`src/rtl/uart_tx_mmio.sv`:
```
// uart_tx_mmio: 8N1 UART transmitter on the picorv32 native memory bus.
// Firmware pushes bytes into a TX FIFO (TXDATA), polls STATUS and sets the
// baud divider (DIV). Wait states are real: a push into a full FIFO stalls
// mem_ready until the serializer frees a slot.
//
// Bus handshake: a request is pending while sel=1 and mem_ready=0. The block
// answers a pending request with a registered, single-cycle mem_ready pulse
// (mem_rdata valid only in that cycle, 0 otherwise). Because a request is only
// pending while mem_ready=0, two acks can never occur back to back, so the
// processor drops mem_valid after the ack without a second one.
module uart_tx_mmio #(
    parameter logic [31:0] BASE_ADDR  = 32'h1000_0000,
    parameter int unsigned CLK_DIV    = 434,
    parameter int unsigned FIFO_DEPTH = 8
) (
    input  logic        clk,
    input  logic        reset,
    input  logic        mem_valid,
    input  logic [31:0] mem_addr,
    input  logic [31:0] mem_wdata,
    input  logic [3:0]  mem_wstrb,
    output logic        mem_ready,
    output logic [31:0] mem_rdata,
    output logic        sel,
    output logic        uart_tx
);

    localparam int PW = $clog2(FIFO_DEPTH);
    localparam int CW = PW + 1;
    localparam logic [CW-1:0] DEPTH_C = CW'(FIFO_DEPTH);
    localparam logic [15:0]   DIV_RST = 16'(CLK_DIV);

    typedef enum logic [1:0] {
        S_IDLE  = 2'd0,
        S_START = 2'd1,
        S_DATA  = 2'd2,
        S_STOP  = 2'd3
    } state_t;

    // Registered state
    state_t          state_q, state_d;
    logic [15:0]     baud_cnt_q, baud_cnt_d;
    logic [15:0]     lat_div_q, lat_div_d;
    logic [2:0]      bit_idx_q, bit_idx_d;
    logic [7:0]      shift_q, shift_d;
    logic            tx_q, tx_d;
    logic            ready_q, ready_d;
    logic [31:0]     rdata_q, rdata_d;
    logic [15:0]     div_q, div_d;
    logic [PW-1:0]   wr_ptr_q, wr_ptr_d;
    logic [PW-1:0]   rd_ptr_q, rd_ptr_d;
    logic [CW-1:0]   count_q, count_d;
    logic [7:0]      fifo_mem_q [FIFO_DEPTH];

    // Combinational helpers
    logic            pending;
    logic            is_read;
    logic            push_req;
    logic            push;
    logic            pop;
    logic            fifo_full;
    logic            fifo_empty;
    logic            busy;
    logic [15:0]     div_eff;
    logic [4:0]      count_ext;
    logic [31:0]     status_w;
    logic [31:0]     rd_mux;
    logic            unused_bits;

    assign sel        = mem_valid & (mem_addr[31:4] == BASE_ADDR[31:4]);
    assign mem_ready  = ready_q;
    assign mem_rdata  = rdata_q;
    assign uart_tx    = tx_q;

    assign fifo_full  = (count_q == DEPTH_C);
    assign fifo_empty = (count_q == '0);
    assign busy       = (state_q != S_IDLE);
    assign div_eff    = (div_q == 16'd0) ? 16'd1 : div_q;
    assign count_ext  = 5'(count_q);
    assign status_w   = {23'd0, count_ext, 1'b0, busy, fifo_empty, fifo_full};

    // Address bits below word granularity and upper write data are don't-care
    assign unused_bits = ^{mem_wdata[31:16], mem_addr[1:0]};

    // Bus decode: ack generation, read mux, DIV register, FIFO push request
    always_comb begin
        pending  = sel && !ready_q;
        is_read  = (mem_wstrb == 4'b0000);
        push_req = pending && (mem_addr[3:2] == 2'd0) && mem_wstrb[0];
        push     = push_req && !fifo_full;
        ready_d  = pending && (!push_req || !fifo_full);

        rd_mux = 32'd0;
        case (mem_addr[3:2])
            2'd1:    rd_mux = status_w;
            2'd2:    rd_mux = {16'h0000, div_q};
            default: rd_mux = 32'd0;
        endcase

        rdata_d = (ready_d && is_read) ? rd_mux : 32'd0;

        div_d = div_q;
        if (ready_d && !is_read && (mem_addr[3:2] == 2'd2)) begin
            div_d = mem_wdata[15:0];
        end
    end

    // Serializer next-state: frame sequencing, baud counting, FIFO pop
    always_comb begin
        state_d    = state_q;
        baud_cnt_d = baud_cnt_q;
        lat_div_d  = lat_div_q;
        bit_idx_d  = bit_idx_q;
        shift_d    = shift_q;
        pop        = 1'b0;

        case (state_q)
            S_IDLE: begin
                if (!fifo_empty) begin
                    pop        = 1'b1;
                    shift_d    = fifo_mem_q[rd_ptr_q];
                    lat_div_d  = div_eff;
                    baud_cnt_d = div_eff - 16'd1;
                    state_d    = S_START;
                end
            end
            S_START: begin
                if (baud_cnt_q == 16'd0) begin
                    state_d    = S_DATA;
                    bit_idx_d  = 3'd0;
                    baud_cnt_d = lat_div_q - 16'd1;
                end else begin
                    baud_cnt_d = baud_cnt_q - 16'd1;
                end
            end
            S_DATA: begin
                if (baud_cnt_q == 16'd0) begin
                    baud_cnt_d = lat_div_q - 16'd1;
                    if (bit_idx_q == 3'd7) begin
                        state_d = S_STOP;
                    end else begin
                        bit_idx_d = bit_idx_q + 3'd1;
                        shift_d   = {1'b0, shift_q[7:1]};
                    end
                end else begin
                    baud_cnt_d = baud_cnt_q - 16'd1;
                end
            end
            S_STOP: begin
                if (baud_cnt_q == 16'd0) begin
                    if (!fifo_empty) begin
                        // Back-to-back frame: no idle gap after the stop bit
                        pop        = 1'b1;
                        shift_d    = fifo_mem_q[rd_ptr_q];
                        lat_div_d  = div_eff;
                        baud_cnt_d = div_eff - 16'd1;
                        state_d    = S_START;
                    end else begin
                        state_d = S_IDLE;
                    end
                end else begin
                    baud_cnt_d = baud_cnt_q - 16'd1;
                end
            end
            default: state_d = S_IDLE;
        endcase

        // Line level follows the state being entered, so uart_tx is a clean flop
        case (state_d)
            S_START: tx_d = 1'b0;
            S_DATA:  tx_d = shift_d[0];
            default: tx_d = 1'b1;
        endcase
    end

    // FIFO pointer and occupancy update
    always_comb begin
        wr_ptr_d = push ? (wr_ptr_q + PW'(1)) : wr_ptr_q;
        rd_ptr_d = pop  ? (rd_ptr_q + PW'(1)) : rd_ptr_q;
        count_d  = count_q;
        if (push && !pop) begin
            count_d = count_q + CW'(1);
        end else if (pop && !push) begin
            count_d = count_q - CW'(1);
        end
    end

    // FIFO storage write; contents need no reset since the pointers define validity
    always_ff @(posedge clk) begin
        if (push && !reset) begin
            fifo_mem_q[wr_ptr_q] <= mem_wdata[7:0];
        end
    end

    // State registers with synchronous reset
    always_ff @(posedge clk) begin
        if (reset) begin
            state_q    <= S_IDLE;
            baud_cnt_q <= 16'd0;
            lat_div_q  <= 16'd1;
            bit_idx_q  <= 3'd0;
            shift_q    <= 8'd0;
            tx_q       <= 1'b1;
            ready_q    <= 1'b0;
            rdata_q    <= 32'd0;
            div_q      <= DIV_RST;
            wr_ptr_q   <= '0;
            rd_ptr_q   <= '0;
            count_q    <= '0;
        end else begin
            state_q    <= state_d;
            baud_cnt_q <= baud_cnt_d;
            lat_div_q  <= lat_div_d;
            bit_idx_q  <= bit_idx_d;
            shift_q    <= shift_d;
            tx_q       <= tx_d;
            ready_q    <= ready_d;
            rdata_q    <= rdata_d;
            div_q      <= div_d;
            wr_ptr_q   <= wr_ptr_d;
            rd_ptr_q   <= rd_ptr_d;
            count_q    <= count_d;
        end
    end

endmodule

```
`config.mk`:
```
export PLATFORM = sky130hd
export DESIGN_NAME = uart_tx_mmio
export DESIGN_NICKNAME = d
export VERILOG_FILES = /design/src/rtl/uart_tx_mmio.sv
export SDC_FILE = /design/constraint.sdc
export NUM_CORES = 1
export LEC_CHECK = 0
export ABC_CLOCK_PERIOD_IN_PS = 4700
export CAP_MARGIN = 20
export CORE_ASPECT_RATIO = 0.5
export CORE_MARGIN = 2
export CORE_UTILIZATION = 45
export CTS_CLUSTER_DIAMETER = 60
export DETAILED_ROUTE_END_ITERATION = 16
export PLACE_DENSITY = 0.72
export REMOVE_ABC_BUFFERS = 1
export SLEW_MARGIN = 20
export SYNTH_ARGS = -nofsm -noshare
export SYNTH_HDL_FRONTEND = slang
export SYNTH_SLANG_ARGS = --single-unit
```
`constraint.sdc`:
```
create_clock -name clk -period 4.7 [get_ports clk]
set_input_delay 1.41 -clock clk [delete_from_list [all_inputs] [get_ports clk]]
set_output_delay 1.41 -clock clk [all_outputs]
set_load 0.02 [all_outputs]
```
==> impl_results.md <==
- Worst Hold Class: reg -> reg
- Critical-path maximum fanout: 3
- Final setup viols: 0
- P_leak: roughly 0.0032 uW
- Predominant post-synthesis flop cell: dfxtp_1
- Chip height: approximately 96 um
- XOR/XNOR share of the synthesized area: 0.0470
- Sum Neg Setup Slack: 0 ns
- Cell Pwr Density: approximately 570 mW/mm^2
- Vias in the first global route: 5538
- Multiplexer share of the synthesized area: 0.0839
- Initial antenna violation count: 0
- Vias per inst: about 5.7
- Total iterations of the first detailed-routing run: 5
- Share of cells above drive strength 1: 0.111
- Req. time, crit path: 3.29 ns
- First-pass GRT wire length: roughly 28 mm
- DR WL/cell: between 15 and 20 um
- Fin crit period: around 4.5 ns
- Netlist cell types: 71
- Gr ovfl total: 0
- H-tree depth: 4
- Vias: ~5.9k
- RSZ-0062 raised after global routing: false
- Setup CP Type: in -> out
- Main combinational cell family by area after synthesis: simple AND/OR/NAND/NOR gates
- Maximum clock path buffer count: 2
- Max-slew violation count: 0
- Final Hold Viols: 0
- Reg clk slew, reported paths: approximately 0.070 ns
- Sequential area share after synthesis: 0.493
- Asr flop ratio synth: 0
- Initial Util: 0.463
- Residual DRC: 0
- Fmax: ~220 MHz
- Synthesis-stage register bit count: ~160
- # IOs: roughly 110
- CP Launch Type: input pin
- Root buffer cell: clkbuf_16
- Tightest Pin Transition: 0.996 ns
- Peak supply drop: approximately 0.37 mV
- Die width: roughly 190 um
- Syn_area_per_cell: ~10 um^2
- Filler instances: 1363
- Relative slew slack: 0.334
- Area Growth Syn to Fin: 19.0%
- Diode count: 0
- Clock insertion delay at the later pin of the skew report: roughly 0.42 ns
- # resized after CTS: 0
- Arr. time, crit path: 3.12 ns
- Final HPWL DP: roughly 12 mm
- CTS Buf Count: 17
- Yosys warns: 0
- Period utilisation layout: 0.963
- CP endpoint kind: output pin
- Dpl ws: 0.170 ns
- # rows: 33
- Final net count: around 890
- Final WL: roughly 18 mm
- Final Wtd Congestion: around 0.85
- Adder-cell share of the synthesized area: 0.0338
- Max-Cap Viols: 0
- Final worst setup slack: 0.173 ns
- Clock sink count: roughly 160
- Clock Skew: approximately 0.011 ns
- Final ANT Viol Nets: 0
- Compound-Gate Fraction of Synth Area: 0.121
- # port buffers: between 70 and 80
- DIE AREA: 0.0181 mm^2
- Simple-gate portion of the synthesized area: 0.170
- Drt initial violations: 573
- Run status: complete, no violations
- Hold-fix buffers, CTS: 0
- Post-synthesis cell area: approximately 0.0076 mm^2
- Postcts setup bufs: 0
- Pin count of the biggest net entering global routing: 49
- Global Route Usage Sum: 0.200
- CTS tree: done
- Cell count after synthesis: 734
- Core area: approximately 0.016 mm^2
- Post-synth EDFFs: 64
==> cells by family after synthesis <==
| family | Yosys count |
|---|---|
| and+or+nand+nor | 256 |
| DFF | 156 |
| AOI/OAI and AO/OA | 137 |
| buffers and inverters | 78 |
| muxes | 45 |
| xor gates and xnor gates | 41 |
| adders and majority gates | 20 |
| other | 1 |
==> Yosys cell counts (all sizes together), types with 3 or more instances <==
library cell / n / area [um^2]
a211oi: 19 / 180
a21o: 4 / 30.0
a21oi: 41 / 205
a22o: 6 / 52.6
a22oi: 8 / 60.1
a311oi: 3 / 26.3
a31oi: 4 / 25.0
and2: 10 / 62.6
buf: 30 / 200
clkbuf: 29 / 109
dfxtp: 92 / 1840
edfxtp: 64 / 1920
ha: 19 / 238
inv: 18 / 67.6
mux2i: 28 / 280
mux4: 15 / 338
nand2: 69 / 262
nand3: 7 / 35.0
nand3b: 4 / 30.0
nand4: 6 / 37.5
nor2: 92 / 345
nor2b: 3 / 18.8
nor3: 9 / 45.0
nor4: 22 / 174
nor4b: 6 / 71.3
o21ai: 20 / 100
o22ai: 14 / 87.6
o32ai: 3 / 26.3
or3: 8 / 50.1
or4: 6 / 52.6
xnor2: 29 / 254
xor2: 12 / 105
==> placed cells by master, fill, tap and decap left out, drive strengths merged, types with 3 or more instances in the layout <==
master,n
a211oi,19
a21o,4
a21oi,41
a22o,6
a22oi,8
a311oi,3
a31oi,4
and2,10
buf,21
clkbuf,18
clkdlybuf4s50,70
clkinv,5
conb,16
dfxtp,92
edfxtp,64
ha,19
inv,26
mux2i,28
mux4,15
nand2,69
nand3,7
nand3b,4
nand4,6
nor2,92
nor2b,3
nor3,9
nor4,22
nor4b,6
o21ai,20
o22ai,14
o32ai,3
or3,8
or4,6
xnor2,29
xor2,12
==> power by group <==
group	switching [uW]	leakage, uW	internal (uW)
sequential	213	0.00132	1550
combinational	1240	0.00166	869
clock	611	0.000268	698
total	2070	0.00325	3110
==> area by class of cell <==
type	count	area, um^2	share of cell area
multi-input cells	515	3550	0.391
inverters	19	71.3	0.00785
clock inverters	14	128	0.0140
well taps	227	284	0.0313
flip-flops and latches	156	3760	0.414
repair buffers	91	856	0.0942
clock buffers	18	429	0.0472
==> through the flow <==
stage / utilization / area, um^2 / power (uW) / hold WS, ns / cells
final: 0.551 / 9080 / 5180 / 0.469 / 1040
after floorplan: - / 7380 / 3300 / 0.439 / 690
after global routing: 0.551 / 9080 / 5500 / 0.499 / 1040
after global placement: 0.518 / 8530 / 3810 / 0.457 / 1008
after CTS: 0.551 / 9080 / 5180 / 0.468 / 1040
after detailed placement: 0.518 / 8530 / 3860 / 0.459 / 1008
==> critical path: stages <==
cell and delay, ns:
clkdlybuf4s50_1 0.40, nor4b_1 0.31, nand4_1 0.23, nor2_1 0.13
clkdlybuf4s50_1 0.62
==> registers in the layout, indices dropped and copies added (netlist names), named ones only <==
name        cells
mem_rdata      16
wr_ptr_q        3
fifo_mem_q     64
mem_ready       1
state_q         2
div_q          16
shift_q         8
baud_cnt_q     16
rd_ptr_q        3
lat_div_q      16
uart_tx         1
count_q         4
bit_idx_q       3
==> per-layer routing <==
metal,vias to the layer above,GRT usage,routed length (um),part of all wire
met3,33,0.0368,855,0.048
met4,0,0.0650,303,0.017
met2,196,0.341,8570,0.48
li1,2780,-,-,-
met5,-,0,0,0
met1,2870,0.261,8040,0.45
==> path summary, 6_finish.rpt <==
check | start | endpoint | slack (ns) | cells after the start
setup / recovery | mem_addr[20] | sel | 0.17 | 5
hold / removal | lat_div_q[7]$_SDFFE_PP0P_ | lat_div_q[7]$_SDFFE_PP0P_ | 0.47 | 2
setup reg to reg | baud_cnt_q[0]$_SDFF_PP0_ | count_q[3]$_SDFFE_PP0P_ | 0.95 | 15
hold reg to reg | lat_div_q[7]$_SDFFE_PP0P_ | lat_div_q[7]$_SDFFE_PP0P_ | 0.47 | 2
Power figures use the tool's default switching activity.
